`config.mk`:
```
export PLATFORM = sky130hd
export DESIGN_NAME = imem_loader_flat
export DESIGN_NICKNAME = d
export VERILOG_FILES = /design/src/rtl/imem_pkg.sv /design/src/rtl/imem_loader_if.sv /design/src/rtl/imem_word_packer.sv /design/src/rtl/imem_loader.sv /design/src/flat_wrapper.sv
export SDC_FILE = /design/constraint.sdc
export NUM_CORES = 1
export LEC_CHECK = 0
export CAP_MARGIN = 20
export CORE_AREA = 2 2 101 103
export CTS_CLUSTER_SIZE = 20
export DETAILED_ROUTE_END_ITERATION = 8
export DIE_AREA = 0 0 103 105
export MAX_ROUTING_LAYER = met4
export PLACE_DENSITY = 0.76
export SETUP_SLACK_MARGIN = 0.1
export SYNTH_ARGS = -nofsm -noshare
export SYNTH_HDL_FRONTEND = slang
export SYNTH_SLANG_ARGS = --single-unit
```
`constraint.sdc`:
```
create_clock -name clk -period 1.65 [get_ports clk]
set_clock_uncertainty 0.15 [all_clocks]
set_input_delay 0.2475 -clock clk [delete_from_list [all_inputs] [get_ports clk]]
set_output_delay 0.2475 -clock clk [all_outputs]
set_load 0.01 [all_outputs]
```
`src/rtl/imem_pkg.sv`:
```
// -----------------------------------------------------------------------------
// imem_pkg
// Shared constants and types for the instruction memory loader.
//   IMEM_ADDR_W    : instruction memory address width (matches the 8-bit PC)
//   INSTR_W        : instruction word width
//   IMEM_ADDR_STEP : byte address increment between consecutive words
//   IMEM_CNT_W     : width of the word counters
//   loader_state_t : loader FSM states
// -----------------------------------------------------------------------------
package imem_pkg;

    localparam int IMEM_ADDR_W    = 8;
    localparam int INSTR_W        = 32;
    localparam int IMEM_ADDR_STEP = 4;
    localparam int IMEM_CNT_W     = 8;

    typedef enum logic [1:0] {
        IDLE  = 2'd0,
        RECV  = 2'd1,
        WRITE = 2'd2,
        DONE  = 2'd3
    } loader_state_t;

endpackage

```
`src/rtl/imem_loader_if.sv`:
```
// -----------------------------------------------------------------------------
// imem_loader_if
// Bundles the byte stream handshake and the instruction memory write port.
//   in_valid / in_data / in_ready : byte stream (valid/ready)
//   wr_en / wr_addr / wr_data     : instruction memory write port
// Modports:
//   master : the side that supplies bytes and observes the write port
//   slave  : the loader, which consumes bytes and drives the write port
// -----------------------------------------------------------------------------
interface imem_loader_if
    import imem_pkg::*;
#(
    parameter int ADDR_W = IMEM_ADDR_W
);

    logic               in_valid;
    logic [7:0]         in_data;
    logic               in_ready;
    logic               wr_en;
    logic [ADDR_W-1:0]  wr_addr;
    logic [INSTR_W-1:0] wr_data;

    modport master (
        output in_valid,
        output in_data,
        input  in_ready,
        input  wr_en,
        input  wr_addr,
        input  wr_data
    );

    modport slave (
        input  in_valid,
        input  in_data,
        output in_ready,
        output wr_en,
        output wr_addr,
        output wr_data
    );

endinterface

```
`src/rtl/imem_word_packer.sv`:
```
// -----------------------------------------------------------------------------
// imem_word_packer
// Assembles four accepted bytes into one little-endian 32-bit word.
//   clk        : system clock
//   rst_n      : asynchronous active-low reset
//   clear      : synchronous restart, discards any partial word
//   byte_en    : a byte is accepted this cycle
//   byte_data  : the accepted byte
//   word_valid : high in the cycle the fourth byte is accepted
//   word       : assembled word, meaningful while word_valid is high
// Only the first three bytes are stored; the fourth is merged straight into
// the output so the word is available in the same cycle it completes.
// -----------------------------------------------------------------------------
module imem_word_packer
    import imem_pkg::*;
(
    input  logic               clk,
    input  logic               rst_n,
    input  logic               clear,
    input  logic               byte_en,
    input  logic [7:0]         byte_data,
    output logic               word_valid,
    output logic [INSTR_W-1:0] word
);

    logic [1:0]  byte_idx;
    logic [23:0] assembly;

    // The fourth byte completes the word and lands in the top lane.
    assign word_valid = byte_en && (byte_idx == 2'd3);
    assign word       = {byte_data, assembly};

    // Byte lane steering: byte N goes to bits [8N+7:8N], first byte is the
    // LSB. The index wraps naturally from 3 back to 0 after a full word.
    always_ff @(posedge clk or negedge rst_n) begin
        if (!rst_n) begin
            byte_idx <= 2'd0;
            assembly <= 24'd0;
        end else if (clear) begin
            byte_idx <= 2'd0;
            assembly <= 24'd0;
        end else if (byte_en) begin
            byte_idx <= byte_idx + 2'd1;
            case (byte_idx)
                2'd0:    assembly[7:0]   <= byte_data;
                2'd1:    assembly[15:8]  <= byte_data;
                2'd2:    assembly[23:16] <= byte_data;
                default: ;
            endcase
        end
    end

endmodule

```
`src/rtl/imem_loader.sv`:
```
// -----------------------------------------------------------------------------
// imem_loader
// Loads a program into instruction memory from a byte stream. Bytes are
// packed little-endian into 32-bit words and written at consecutive word
// addresses starting from base_addr. fetch_hold stays high for the whole
// load so the fetch stage never sees half-written program memory.
//   clk           : system clock
//   rst_n         : asynchronous active-low reset
//   start         : begin a load (only honoured in IDLE)
//   abort         : synchronous cancel back to IDLE
//   base_addr     : first word address, latched on start
//   word_count    : number of words to load, latched on start
//   bus           : byte stream in + memory write port out (slave modport)
//   busy          : a load is in progress
//   fetch_hold    : same as busy, freezes PC and IF/ID
//   done          : one-cycle pulse on successful completion
//   words_written : words written by the current or last load
// All outputs are registered; in_ready does not depend on in_valid.
// -----------------------------------------------------------------------------
module imem_loader
    import imem_pkg::*;
#(
    parameter int ADDR_W    = IMEM_ADDR_W,
    parameter int ADDR_STEP = IMEM_ADDR_STEP,
    parameter int CNT_W     = IMEM_CNT_W
)(
    input  logic              clk,
    input  logic              rst_n,
    input  logic              start,
    input  logic              abort,
    input  logic [ADDR_W-1:0] base_addr,
    input  logic [CNT_W-1:0]  word_count,
    imem_loader_if.slave      bus,
    output logic              busy,
    output logic              fetch_hold,
    output logic              done,
    output logic [CNT_W-1:0]  words_written
);

    loader_state_t      state;
    loader_state_t      next_state;

    logic               in_ready_q;
    logic               wr_en_q;
    logic               busy_q;
    logic               done_q;
    logic [ADDR_W-1:0]  wr_addr_q;
    logic [INSTR_W-1:0] wr_data_q;

    logic [ADDR_W-1:0]  cur_addr;
    logic [CNT_W-1:0]   words_left;
    logic [CNT_W-1:0]   words_written_q;

    logic               byte_en;
    logic               packer_clear;
    logic               word_valid;
    logic [INSTR_W-1:0] packed_word;

    // A byte is consumed only on a real handshake; a byte offered in the
    // same cycle as abort is dropped along with the rest of the load.
    assign byte_en      = bus.in_valid && in_ready_q && !abort;
    assign packer_clear = (state == IDLE) || abort;

    imem_word_packer u_packer (
        .clk        (clk),
        .rst_n      (rst_n),
        .clear      (packer_clear),
        .byte_en    (byte_en),
        .byte_data  (bus.in_data),
        .word_valid (word_valid),
        .word       (packed_word)
    );

    // Next-state decode. Abort takes priority everywhere, including over a
    // simultaneous start in IDLE. WRITE always lasts exactly one cycle.
    always_comb begin
        next_state = state;
        unique case (state)
            IDLE: begin
                if (!abort && start) begin
                    next_state = (word_count == '0) ? DONE : RECV;
                end
            end
            RECV: begin
                if (abort) begin
                    next_state = IDLE;
                end else if (word_valid) begin
                    next_state = WRITE;
                end
            end
            WRITE: begin
                if (abort) begin
                    next_state = IDLE;
                end else begin
                    next_state = (words_left == CNT_W'(1)) ? DONE : RECV;
                end
            end
            DONE: begin
                next_state = IDLE;
            end
        endcase
    end

    // State register with outputs decoded from the upcoming state, so each
    // control output is a flop that already matches the state it belongs to.
    always_ff @(posedge clk or negedge rst_n) begin
        if (!rst_n) begin
            state      <= IDLE;
            in_ready_q <= 1'b0;
            wr_en_q    <= 1'b0;
            busy_q     <= 1'b0;
            done_q     <= 1'b0;
        end else begin
            state      <= next_state;
            in_ready_q <= (next_state == RECV);
            wr_en_q    <= (next_state == WRITE);
            busy_q     <= (next_state != IDLE);
            done_q     <= (next_state == DONE);
        end
    end

    // Address and word bookkeeping. The write address/data are captured as
    // the word completes; counters advance as WRITE exits. An abort during
    // WRITE still counts that word because its strobe is already on the bus.
    always_ff @(posedge clk or negedge rst_n) begin
        if (!rst_n) begin
            cur_addr        <= '0;
            words_left      <= '0;
            words_written_q <= '0;
            wr_addr_q       <= '0;
            wr_data_q       <= '0;
        end else begin
            unique case (state)
                IDLE: begin
                    if (start && !abort) begin
                        cur_addr        <= base_addr;
                        words_left      <= word_count;
                        words_written_q <= '0;
                    end
                end
                RECV: begin
                    if (word_valid) begin
                        wr_addr_q <= cur_addr;
                        wr_data_q <= packed_word;
                    end
                end
                WRITE: begin
                    cur_addr        <= cur_addr + ADDR_W'(ADDR_STEP);
                    words_left      <= words_left - CNT_W'(1);
                    words_written_q <= words_written_q + CNT_W'(1);
                end
                DONE: ;
            endcase
        end
    end

    assign bus.in_ready  = in_ready_q;
    assign bus.wr_en     = wr_en_q;
    assign bus.wr_addr   = wr_addr_q;
    assign bus.wr_data   = wr_data_q;
    assign busy          = busy_q;
    assign fetch_hold    = busy_q;
    assign done          = done_q;
    assign words_written = words_written_q;

endmodule

```
`src/flat_wrapper.sv`:
```
// flat-port wrapper written by rule: the top's interface ports become plain ports
module imem_loader_flat import imem_pkg::*;
#(
    parameter int ADDR_W    = IMEM_ADDR_W,
    parameter int ADDR_STEP = IMEM_ADDR_STEP,
    parameter int CNT_W     = IMEM_CNT_W
)
  (clk, rst_n, start, abort, base_addr, word_count, busy, fetch_hold, done, words_written, bus_in_valid, bus_in_data, bus_in_ready, bus_wr_en, bus_wr_addr, bus_wr_data);
  imem_loader_if #(.ADDR_W(ADDR_W)) bus_i ();
  input  logic clk;
  input  logic rst_n;
  input  logic start;
  input  logic abort;
  input  logic [ADDR_W-1:0] base_addr;
  input  logic [CNT_W-1:0] word_count;
  output logic busy;
  output logic fetch_hold;
  output logic done;
  output logic [CNT_W-1:0] words_written;
  input wire logic [$bits(bus_i.in_valid)-1:0] bus_in_valid;
  input wire logic [$bits(bus_i.in_data)-1:0] bus_in_data;
  output wire logic [$bits(bus_i.in_ready)-1:0] bus_in_ready;
  output wire logic [$bits(bus_i.wr_en)-1:0] bus_wr_en;
  output wire logic [$bits(bus_i.wr_addr)-1:0] bus_wr_addr;
  output wire logic [$bits(bus_i.wr_data)-1:0] bus_wr_data;
  assign bus_i.in_valid = bus_in_valid;
  assign bus_i.in_data = bus_in_data;
  assign bus_in_ready = bus_i.in_ready;
  assign bus_wr_en = bus_i.wr_en;
  assign bus_wr_addr = bus_i.wr_addr;
  assign bus_wr_data = bus_i.wr_data;
  imem_loader #(.ADDR_W(ADDR_W), .ADDR_STEP(ADDR_STEP), .CNT_W(CNT_W)) u_core (.clk(clk), .rst_n(rst_n), .start(start), .abort(abort), .base_addr(base_addr), .word_count(word_count), .bus(bus_i), .busy(busy), .fetch_hold(fetch_hold), .done(done), .words_written(words_written));
endmodule
```
# After elaboration in Yosys (flattened, before gate mapping)
# Index checks and enable logic that the tools add are counted.
[totals]
ff_bits = 96
input_bits = 29
output_inout_bits = 53
elab_cells = 69
[classes]
add_sub_neg = 4
eq_ne = 11
muxes = 20
n_reduce_logical = 20
[ops]
columns = ["op", "count"]
rows = [
  ["$mux 24", 2],
  ["$mux 8", 6],
  ["$pmux 8 s2", 3],
  ["$mux 2", 8],
  ["$eq 2x2->1 const B", 6],
  ["$reduce_bool 2->1", 6],
  ["$reduce_and 2->1", 5],
  ["$add 8x1->8 const B", 1],
  ["$add 8x3->8 const B", 1],
  ["$eq 8x1->1 const B", 1],
  ["$logic_not 8->1", 1],
  ["$pmux 2 s4", 1],
  ["$sub 8x1->8 const B", 1],
  ["$eq 2x1->1 const B", 3],
  ["$logic_and 1x1->1", 4],
  ["$logic_not 2->1", 2],
  ["$add 2x1->2 const B", 1],
  ["$ne 2x2->1 const B", 1],
  ["$logic_not 1->1", 1],
  ["$logic_or 1x1->1", 1],
]

# Logic depth before layout (Yosys ltp)
# Gate-level depths: netlist of run 1.
[logic_depth]
depth_word = 7
depth_mapped = 6
depth_no_buf = 6

# By module
# A second synthesis of run 1 with hierarchy kept.
[hier_totals]
hier_cells = 358
hier_area_um2 = 4330.4
[modules_own_cells]
columns = ["mod", "n_inst", "cells_each", "area_per_inst_um2", "seq_area_each_um2"]
rows = [
  ["imem_loader", 1, 248, 3027.9, 1751.7],
  ["imem_word_packer", 1, 110, 1302.5, 650.6],
]

# Least setup slack after synthesis of run 1
# No wires, ideal clock.
[synth_path]
path_type = "register to register"
from = "register u_core.state[1]"
to = "register u_core.words_left[5]"
setup_time_ns = 0.137
t_arrival_ns = 1.485
t_required_ns = 1.363
setup_slack_ns = -0.122
path_stages_with_launch = 7
path_buffers = 3
period_less_slack_ns = 1.772
path_cell_list = "dfrtp_1 buf_2 or4b_1 buf_2 buf_2 o22ai_1 a21oi_1"
[synth_via]
elab_chain_cells = 3
elab_cells_between_ends = 6
classes_between = "eq/ne (2); mux (1); reduce/logical (3)"
[synth_rtl]
columns = ["element", "line", "rtl"]
rows = [
  ["from (decl)", "imem_loader.sv:40", "loader_state_t state;"],
  ["from (signal assigned)", "imem_loader.sv:114", "state <= next_state;"],
  ["$logic_not 2->1 or $eq 2x2->1 (tied branches)", "imem_loader.sv:133", "unique case (state)"],
  ["$ne 2x2->1 (no line) or $reduce_bool 2->1 (tied branches)", "--", ""],
  ["$reduce_and 2->1 (no line)", "--", ""],
  ["to (signal assigned)", "imem_loader.sv:137", "words_left <= word_count;"],
  ["to (signal assigned)", "imem_loader.sv:149", "words_left <= words_left - CNT_W'(1);"],
  ["to (decl)", "imem_loader.sv:51", "logic [CNT_W-1:0] words_left;"],
]
# Several ways; a longest one is shown, not always the timed one.
# A chain may end at the register's enable or synchronous reset.

# Worst setup path after layout of run 1
[layout_path]
from = "input port bus_in_valid"
to = "register u_core.wr_addr_q[1] (netlist: u_core.bus.wr_addr[1])"
[layout_via]
elab_chain_cells = 4
[layout_rtl]
columns = ["element", "line", "rtl"]
rows = [
  ["from (decl)", "flat_wrapper.sv:20", "input wire logic [$bits(bus_i.in_valid)-1:0] bus_in_valid;"],
  ["$logic_and 1x1->1 (2 in a row)", "imem_loader.sv:61", "assign byte_en = bus.in_valid && in_ready_q && !abort;"],
  ["$logic_and 1x1->1", "imem_word_packer.sv:30", "assign word_valid = byte_en && (byte_idx == 2'd3);"],
  ["$reduce_and 2->1 (no line)", "--", ""],
  ["to (signal assigned)", "imem_loader.sv:143", "wr_addr_q <= cur_addr;"],
  ["to (decl)", "imem_loader.sv:47", "logic [ADDR_W-1:0] wr_addr_q;"],
]
# No other way between the ends.

==> impl_metrics.yaml, run 1 <==
sta:
  slew_viol_final: 0
  worst_pin_slew_ns: 0.3521
  layout_min_cycle_time_ns: 1.752
  period_share_pct: 106.2
  slew_headroom_pct: 76.44
  clock.fmax_mhz: 570.8
  finalSetupViolCount: 60
  whs_ns: 0.09962
  fin_tns_setup_ns: -4.032
  worst_slack_ns: -0.1019
  hold_viol: 0
  rsz0062_at_grt: "yes"
power:
  switching_power_mw: 1.105
  power.share.combinational_pct: 10.5
  internal-power_mw: 3.246
  p_leak_nw: 2.852
  swShare_pct: 25.39
  power_density_nw_per_um2: 747.4
  total_power_mw: 4.351
  vdd_drop_max_mv: 0.4942
  pwr-share-clk_pct: 32.0
  seqPwrFrac_pct: 57.5
yosys:
  syn_inst: 357
  synth.distinct_cells: 47
  synth_edf_count: 0
  synth_top_flop_cell: "dfrtp_1"
  synth.top_cell.area_share_pct: 56.74
  synth_seq_cells: 96
  async_flop_share_pct: 100.0
  synth_top_cell_by_area: "dfrtp_1"
  synthTopCellsByArea: "dfrtp_1, mux2_4, nand2_1"
  yosysSeqAreaShare_pct: 56.74
  netlist_area_um2: 4234
  syn_nets: 394
  yosys_warnings: 0
  avgSynthCellArea_um2: 11.86
cells_and_area:
  final_cell_mix: "dfrtp_1, nand2_1, dlygate4sd2_1"
  drive_above_1_share_pct: 27.69
  final_cells: 617
  fin_nets: 516
  area_growth_pct: 37.50
  utilization_pct: 60.40
  fillers: 838
  diodes: 0
  layout_commonest_cell: "dfrtp_1"
run_status:
  status: "finished with violations"
  violations: "setup timing"
floorplanning:
  fp-row-count: 36
  fp.dieW_um: 103
  start_util_pct: 43.93
  die_height_um: 105
  core_area_um2: 9639
  dieArea_um2: 10820
  ios: 82
global_route:
  grt.total_usage_pct: 19.16
  grt_pass1_wl_um: 15700
  globalRouteOverflowTotal: 0
  grt_pass1_vias: 3180
  antenna_found_initial: 0
  grt_max_degree: 48
clock_network:
  cts.sink_count: 96
  clk_latency_ns: 0.35
  cts_buffers: 9
  cts_max_path_buffers: 2
  root_buffer: "clkbuf_8"
  clk_pin_slew_ns: 0.09
  cts_tree: "built"
  htree_levels: 3
worst_setup_path:
  critPathKind: "input port to register"
  cp-end-kind: "register"
  path_max_fanout: 8
  cp.required_ns: 1.74
  path_cells: "clkdlybuf4s50_1 -> and3b_1 -> and4b_4 -> buf_12 -> mux2_2"
  startpoint_type: "input port"
  slowest_delay_ns: 0.51
  cp_slowest_cell: "clkdlybuf4s50_1"
  rrSetupSlack_ns: -0.09
  critPathArrivalTime_ns: 1.84
route:
  drc_errors: 0
  wl_per_cell_um: 16.25
  vias_per_cell: 5.099
  first_pass_iters: 4
  ant_nets: 0
  drt_iter0_markers: 100
  wl_um: 10030
  vias: 3146
placed_design:
  place_congestion: 0.8355
  dp_hpwl_um: 6754
  placedCellCount: 586
  numPortBuffers: 81
min_path:
  hp-class: "input port to async pin"
run:
  max-cap-violations: 0
[layout make-up]
| class | count | area (um2) | area share (%) |
|---|---|---|---|
| multi-input cells | 236 | 1821 | 31.27 |
| clock inverters | 4 | 28.78 | 0.4943 |
| well taps | 133 | 166.4 | 2.858 |
| repair buffers | 130 | 1235 | 21.21 |
| inverters | 6 | 22.52 | 0.3868 |
| flip-flops and latches | 96 | 2404 | 41.29 |
| clock buffers | 12 | 145.1 | 2.493 |
[sequential cells by signal (all words and copies together) (netlist names)]
register	count
u_core.bus.in_ready	1
u_core.bus.wr_addr	8
u_core.bus.wr_data	32
u_core.bus.wr_en	1
u_core.busy	1
u_core.cur_addr	8
u_core.done	1
u_core.state	2
u_core.u_packer.assembly	24
u_core.u_packer.byte_idx	2
u_core.words_left	8
u_core.words_written	8
[kinds of logic (layout without fill, tap and decap cells)]
logic type	count (synthesis)	in the layout	synth area share [%]
mux	42	42	14.48
xor+xnor	6	6	1.241
compound gates	56	56	8.186
simple gates	124	124	13.59
flops	96	96	56.74
buf+inv	25	152	3.398
fa+ha+maj	8	8	2.364
[stage by stage]
step / setup slack (ns) / area (um2)
floorplan: -0.08400 / 4294
global placement: -0.4334 / 5414
detailed placement: -0.4563 / 5414
CTS: -0.08151 / 5693
global route: -0.1365 / 5822
finish: -0.1019 / 5822
[path summary, 6_finish.rpt]
check,from,end,cells past startpoint
worst max-delay path,bus_in_valid,u_core.bus.wr_addr[1],5
worst min-delay path,rst_n,u_core.bus.wr_data[19],2
worst max register to register,u_core.state[0],u_core.bus.wr_addr[1],4
worst min register to register,u_core.cur_addr[1],u_core.cur_addr[1],2
max in group asynchronous,rst_n,u_core.state[1],3
min in group clk,abort,u_core.state[0],5
[power by group through the flow]
stage | Sequential [mW] | Combinational (mW) | Clock, mW
after floorplan | 2.53 | 0.168 | 0
after global placement | 2.53 | 0.396 | 0
after detailed placement | 2.54 | 0.411 | 0
after CTS | 2.50 | 0.446 | 1.43
after global routing | 2.51 | 0.506 | 1.53
final | 2.50 | 0.458 | 1.39
[routing by layer]
metal  wire [um]  global-route usage (%)
met1        4605                   26.01
met2        5015                   30.10
met3         351                   3.478
met4          55                   4.323
met5           0                       -
[critical path, delay by kind of cell]
family | cells | cell delay, ns
buffers and inverters | 2 | 0.68
muxes | 1 | 0.33
and+or+nand+nor | 2 | 0.57
[Yosys cell counts (5+ instances only)]
library cell  number
o21ai_0            5
mux2_4            38
dfrtp_1           96
a21oi_1           29
buf_2              7
buf_6              5
ha_1               8
clkbuf_1           6
nand2_1           71
inv_1              6
nor3_1             6
nor2_1            18
[timing repair]
action	4_1_cts	5_1_grt
endpoints found under the hold margin	96	0
buffers inserted	8	3
cloned	1	3
resized for setup	79	20
hold buffers	1	0
pin swaps	5	4
setup endpoints to repair	129	95
(Power assumes the default switching activity.)
==> run 2, diff against run 1 <==
--- a/config.mk
+++ b/config.mk
@@ -13,6 +13,7 @@
 export MAX_ROUTING_LAYER = met4
 export PLACE_DENSITY = 0.76
 export SETUP_SLACK_MARGIN = 0.1
+export SKIP_LAST_GASP = 1
 export SYNTH_ARGS = -nofsm -noshare
 export SYNTH_HDL_FRONTEND = slang
 export SYNTH_SLANG_ARGS = --single-unit
==> impl_metrics.yaml, run 2 (synthesis gave the netlist of run 1 again) <==
floorplanning:
  start_util_pct: 43.93
  ios: 82
  fp-row-count: 36
  die_height_um: 105
  fp.dieW_um: 103
  core_area_um2: 9639
  dieArea_um2: 10820
route:
  drt_iter0_markers: 125
  wl_um: 10160
  vias_per_cell: 5.109
  drc_errors: 0
  vias: 3152
  first_pass_iters: 4
  ant_nets: 0
  wl_per_cell_um: 16.47
placed_design:
  post_dp_cell_area_um2: 5414
  numPortBuffers: 81
  pre_cts_slack_ns: -0.4563
  place_congestion: 0.8355
  dp_hpwl_um: 6754
sta:
  finalSetupViolCount: 60
  slew_viol_final: 0
  hold_viol: 0
  whs_ns: 0.09011
  slew_headroom_pct: 75.70
  period_share_pct: 105.7
  worst_slack_ns: -0.09360
  layout_min_cycle_time_ns: 1.744
  clock.fmax_mhz: 573.5
  rsz0062_at_grt: "yes"
  fin_tns_setup_ns: -3.768
  worst_pin_slew_ns: 0.3631
run:
  max-cap-violations: 0
global_route:
  grt_pass1_vias: 3171
  globalRouteOverflowTotal: 0
  grt.total_usage_pct: 19.22
  grt_max_degree: 48
  grt_pass1_wl_um: 15740
  antenna_found_initial: 0
power:
  total_power_mw: 4.355
  power_density_nw_per_um2: 748.3
  vdd_drop_max_mv: 0.5116
  p_leak_nw: 2.851
worst_setup_path:
  critPathKind: "register to register"
  cp.required_ns: 1.75
  cp-end-kind: "register"
  critPathArrivalTime_ns: 1.84
  path_max_fanout: 8
  startpoint_type: "register"
cells_and_area:
  largest_register_ffs: 32
  final_cell_mix: "dfrtp_1, nand2_1, dlygate4sd2_1"
  drive_above_1_share_pct: 27.07
  diodes: 0
  fin_nets: 516
  stdcell_area_um2: 5821
  area_growth_pct: 37.47
  layout_commonest_cell: "dfrtp_1"
run_status:
  status: "finished with violations"
  violations: "setup timing"
clock_network:
  htree_levels: 3
  clk_pin_slew_ns: 0.09
  root_buffer: "clkbuf_8"
  cts.sink_count: 96
  cts_max_path_buffers: 2
  cts_tree: "built"
  cts_buffers: 9
  clk_latency_ns: 0.36
min_path:
  hp-class: "input port to async pin"
## run 2: area by class of cell
type | instances | area [um2]
Sequential cell | 96 | 2405
Tap cell | 133 | 166.4
Multi-Input combinational cell | 236 | 1809
Clock buffer | 12 | 145.1
Inverter | 6 | 22.52
Clock inverter | 4 | 28.78
Fill cell | 836 | 3819
Timing Repair Buffer | 130 | 1244
## run 2: power by group
part	switching [mW]	total (mW)	internal, mW
Sequential	0.0787	2.50	2.42
Combinational	0.229	0.459	0.230
Clock	0.801	1.39	0.594
Total	1.11	4.36	3.25
## run 2: routing by layer
layer,up-vias,track usage (%),part of all wire [%]
li1,1483,-,-
met1,1567,26.05,45
met2,89,30.24,50
met3,13,2.742,3.8
met4,0,5.357,1.2
met5,-,-,0
## run 2: timing repair
item / 4_1_cts / 5_1_grt
setup endpoints to repair: 129 / 94
gates cloned: 1 / 3
hold endpoints to repair: 96 / 0
pin swaps: 5 / 4
buffers inserted: 8 / 3
hold buffers: 1 / 0
resized for setup: 74 / 22
## run 2: final timing paths
path / depth (start not counted) / slack (ns) / startpoint / to
setup / recovery: 4 / -0.09 / u_core.state[0] / u_core.bus.wr_addr[1]
hold / removal: 2 / 0.09 / rst_n / u_core.bus.wr_data[19]
setup reg to reg: 4 / -0.09 / u_core.state[0] / u_core.bus.wr_addr[1]
hold reg to reg: 2 / 0.33 / u_core.cur_addr[1] / u_core.cur_addr[1]
max in group asynchronous: 3 / 0.80 / rst_n / u_core.state[1]
min in group clk: 5 / 0.26 / abort / u_core.state[0]
## run 2: stage by stage
step	instances	util (%)
CTS	611	58.94
global placement	586	56.17
detailed placement	586	56.17
finish	617	60.38
floorplan	357	-
global route	617	60.38
## run 2: worst max-delay path, stage by stage (launching register included)
cell	delay, ns
dfrtp_1	0.43
buf_4	0.18
and4b_4	0.37
buf_12	0.17
mux2_2	0.33
==> run 3, diff against run 2 <==
--- a/config.mk
+++ b/config.mk
@@ -12,6 +12,7 @@
 export DIE_AREA = 0 0 103 105
 export MAX_ROUTING_LAYER = met4
 export PLACE_DENSITY = 0.76
+export REMOVE_ABC_BUFFERS = 1
 export SETUP_SLACK_MARGIN = 0.1
 export SKIP_LAST_GASP = 1
 export SYNTH_ARGS = -nofsm -noshare
==> impl_metrics.yaml, run 3 (synthesis gave the netlist of run 1 again) <==
run_status:
  status: "finished with violations"
  violations: "setup timing"
worst_setup_path:
  cp.required_ns: 1.72
  cp_slowest_cell: "or4b_4"
  cp-end-kind: "register"
  startpoint_type: "register"
  worstSetupStartpoint: "u_core.state[0]"
  r2r_start: "u_core.state[0]"
  critPathKind: "register to register"
  crit_buf_inv: 1
  path_max_fanout: 5
  path_cells: "or4b_4 -> buf_6 -> o211ai_1 -> o311ai_1"
  critPathArrivalTime_ns: 1.83
  slowest_delay_ns: 0.58
  critPathTopFamily: "simple AND/OR/NAND/NOR gates"
clock_network:
  cts_buffers: 9
  htree_levels: 3
  root_buffer: "clkbuf_8"
  clk_pin_slew_ns: 0.09
  cts_tree: "built"
  cts_max_path_buffers: 2
  cts.sink_count: 96
  clk_latency_ns: 0.36
route:
  vias: 3263
  first_pass_iters: 4
  drc_errors: 0
  vias_per_cell: 5.204
  wl_per_cell_um: 16.66
  wl_um: 10440
  ant_nets: 0
  drt_iter0_markers: 91
floorplanning:
  ios: 82
  dieArea_um2: 10820
  start_util_pct: 43.93
  fp-row-count: 36
  fp.dieW_um: 103
  core_area_um2: 9639
  die_height_um: 105
sta:
  layout_min_cycle_time_ns: 1.753
  clock.fmax_mhz: 570.5
  finalSetupViolCount: 45
  slew_headroom_pct: 74.03
  worst_pin_slew_ns: 0.3895
  worst_slack_ns: -0.1028
  period_share_pct: 106.2
  slew_viol_final: 0
  hold_viol: 0
  rsz0062_at_grt: "yes"
cells_and_area:
  largest_register_ffs: 32
  fin_nets: 526
  layout_commonest_cell: "dfrtp_1"
  drive_above_1_share_pct: 34.21
  final_cell_mix: "dfrtp_1, nand2_1, dlygate4sd2_1"
  stdcell_area_um2: 6121
  area_growth_pct: 44.56
  utilization_pct: 63.50
  diodes: 0
global_route:
  globalRouteOverflowTotal: 0
  grt.total_usage_pct: 19.18
  grt_max_degree: 45
  grt_pass1_vias: 3188
  grt_pass1_wl_um: 15970
  antenna_found_initial: 0
power:
  vdd_drop_max_mv: 0.4939
  p_leak_nw: 2.960
  power_density_nw_per_um2: 765.4
placed_design:
  dp_hpwl_um: 6538
  place_congestion: 0.8415
  post_dp_cell_area_um2: 5396
  numPortBuffers: 81
run:
  max-cap-violations: 0
min_path:
  hp-class: "input port to async pin"
run 3: area by class of cell:
class | instances | area (um2)
clock inverters | 6 | 92.59
flip-flops and latches | 96 | 2404
clock buffers | 10 | 127.6
inverters | 6 | 25.02
repair buffers | 140 | 1344
multi-input cells | 236 | 1962
well taps | 133 | 166.4
fillers | 775 | 3518
run 3: path summary, 6_finish.rpt:
check | depth (start not counted) | slack, ns | end
setup / recovery | 4 | -0.10 | u_core.words_left[4]
hold / removal | 2 | 0.20 | u_core.bus.wr_data[30]
setup reg to reg | 4 | -0.10 | u_core.words_left[4]
hold reg to reg | 2 | 0.34 | u_core.cur_addr[1]
max in group asynchronous | 3 | 0.56 | u_core.state[0]
min in group clk | 3 | 0.28 | u_core.cur_addr[0]
run 3: worst reg2reg max path, cell delays in order (launching register included):
cell and delay, ns:
dfrtp_2 0.46, or4b_4 0.58, buf_6 0.17, o211ai_1 0.13, o311ai_1 0.14
run 3: metrics by stage:
step | setup TNS (ns) | hold slack [ns] | power, mW | instances | worst slack [ns]
after floorplan | -69.98 | -0.1981 | 2.676 | 338 | -1.391
after global placement | -30.26 | 0.04053 | 2.919 | 583 | -0.4520
after detailed placement | -31.07 | 0.04508 | 2.937 | 583 | -0.4633
after CTS | -1.574 | 0.2038 | 4.636 | 615 | -0.06742
after global routing | -3.651 | 0.2257 | 4.875 | 627 | -0.1790
final | -1.754 | 0.2019 | 4.685 | 627 | -0.1028
run 3: what timing repair did:
action	CTS	global route
endpoints found under the setup margin	127	92
pin swaps	8	22
endpoints found under the hold margin	52	0
setup buffers	11	14
hold buffers	1	0
gates cloned	4	2
resized for setup	81	70
run 3: metal layers:
layer  GRT usage, %  share of wire [%]  vias up
li1               -                  -     1506
met3          4.013                5.4       20
met5              -                  0        -
met4          3.477                1.2        0
met1          25.33                 42     1613
met2          30.89                 51      124
run 3: report_power, final:
| part | internal [mW] | leakage, nW | switching [mW] |
|---|---|---|---|
| registers | 2.42 | 1.30 | 0.0854 |
| logic | 0.245 | 1.56 | 0.247 |
| clock network | 0.862 | 0.103 | 0.823 |
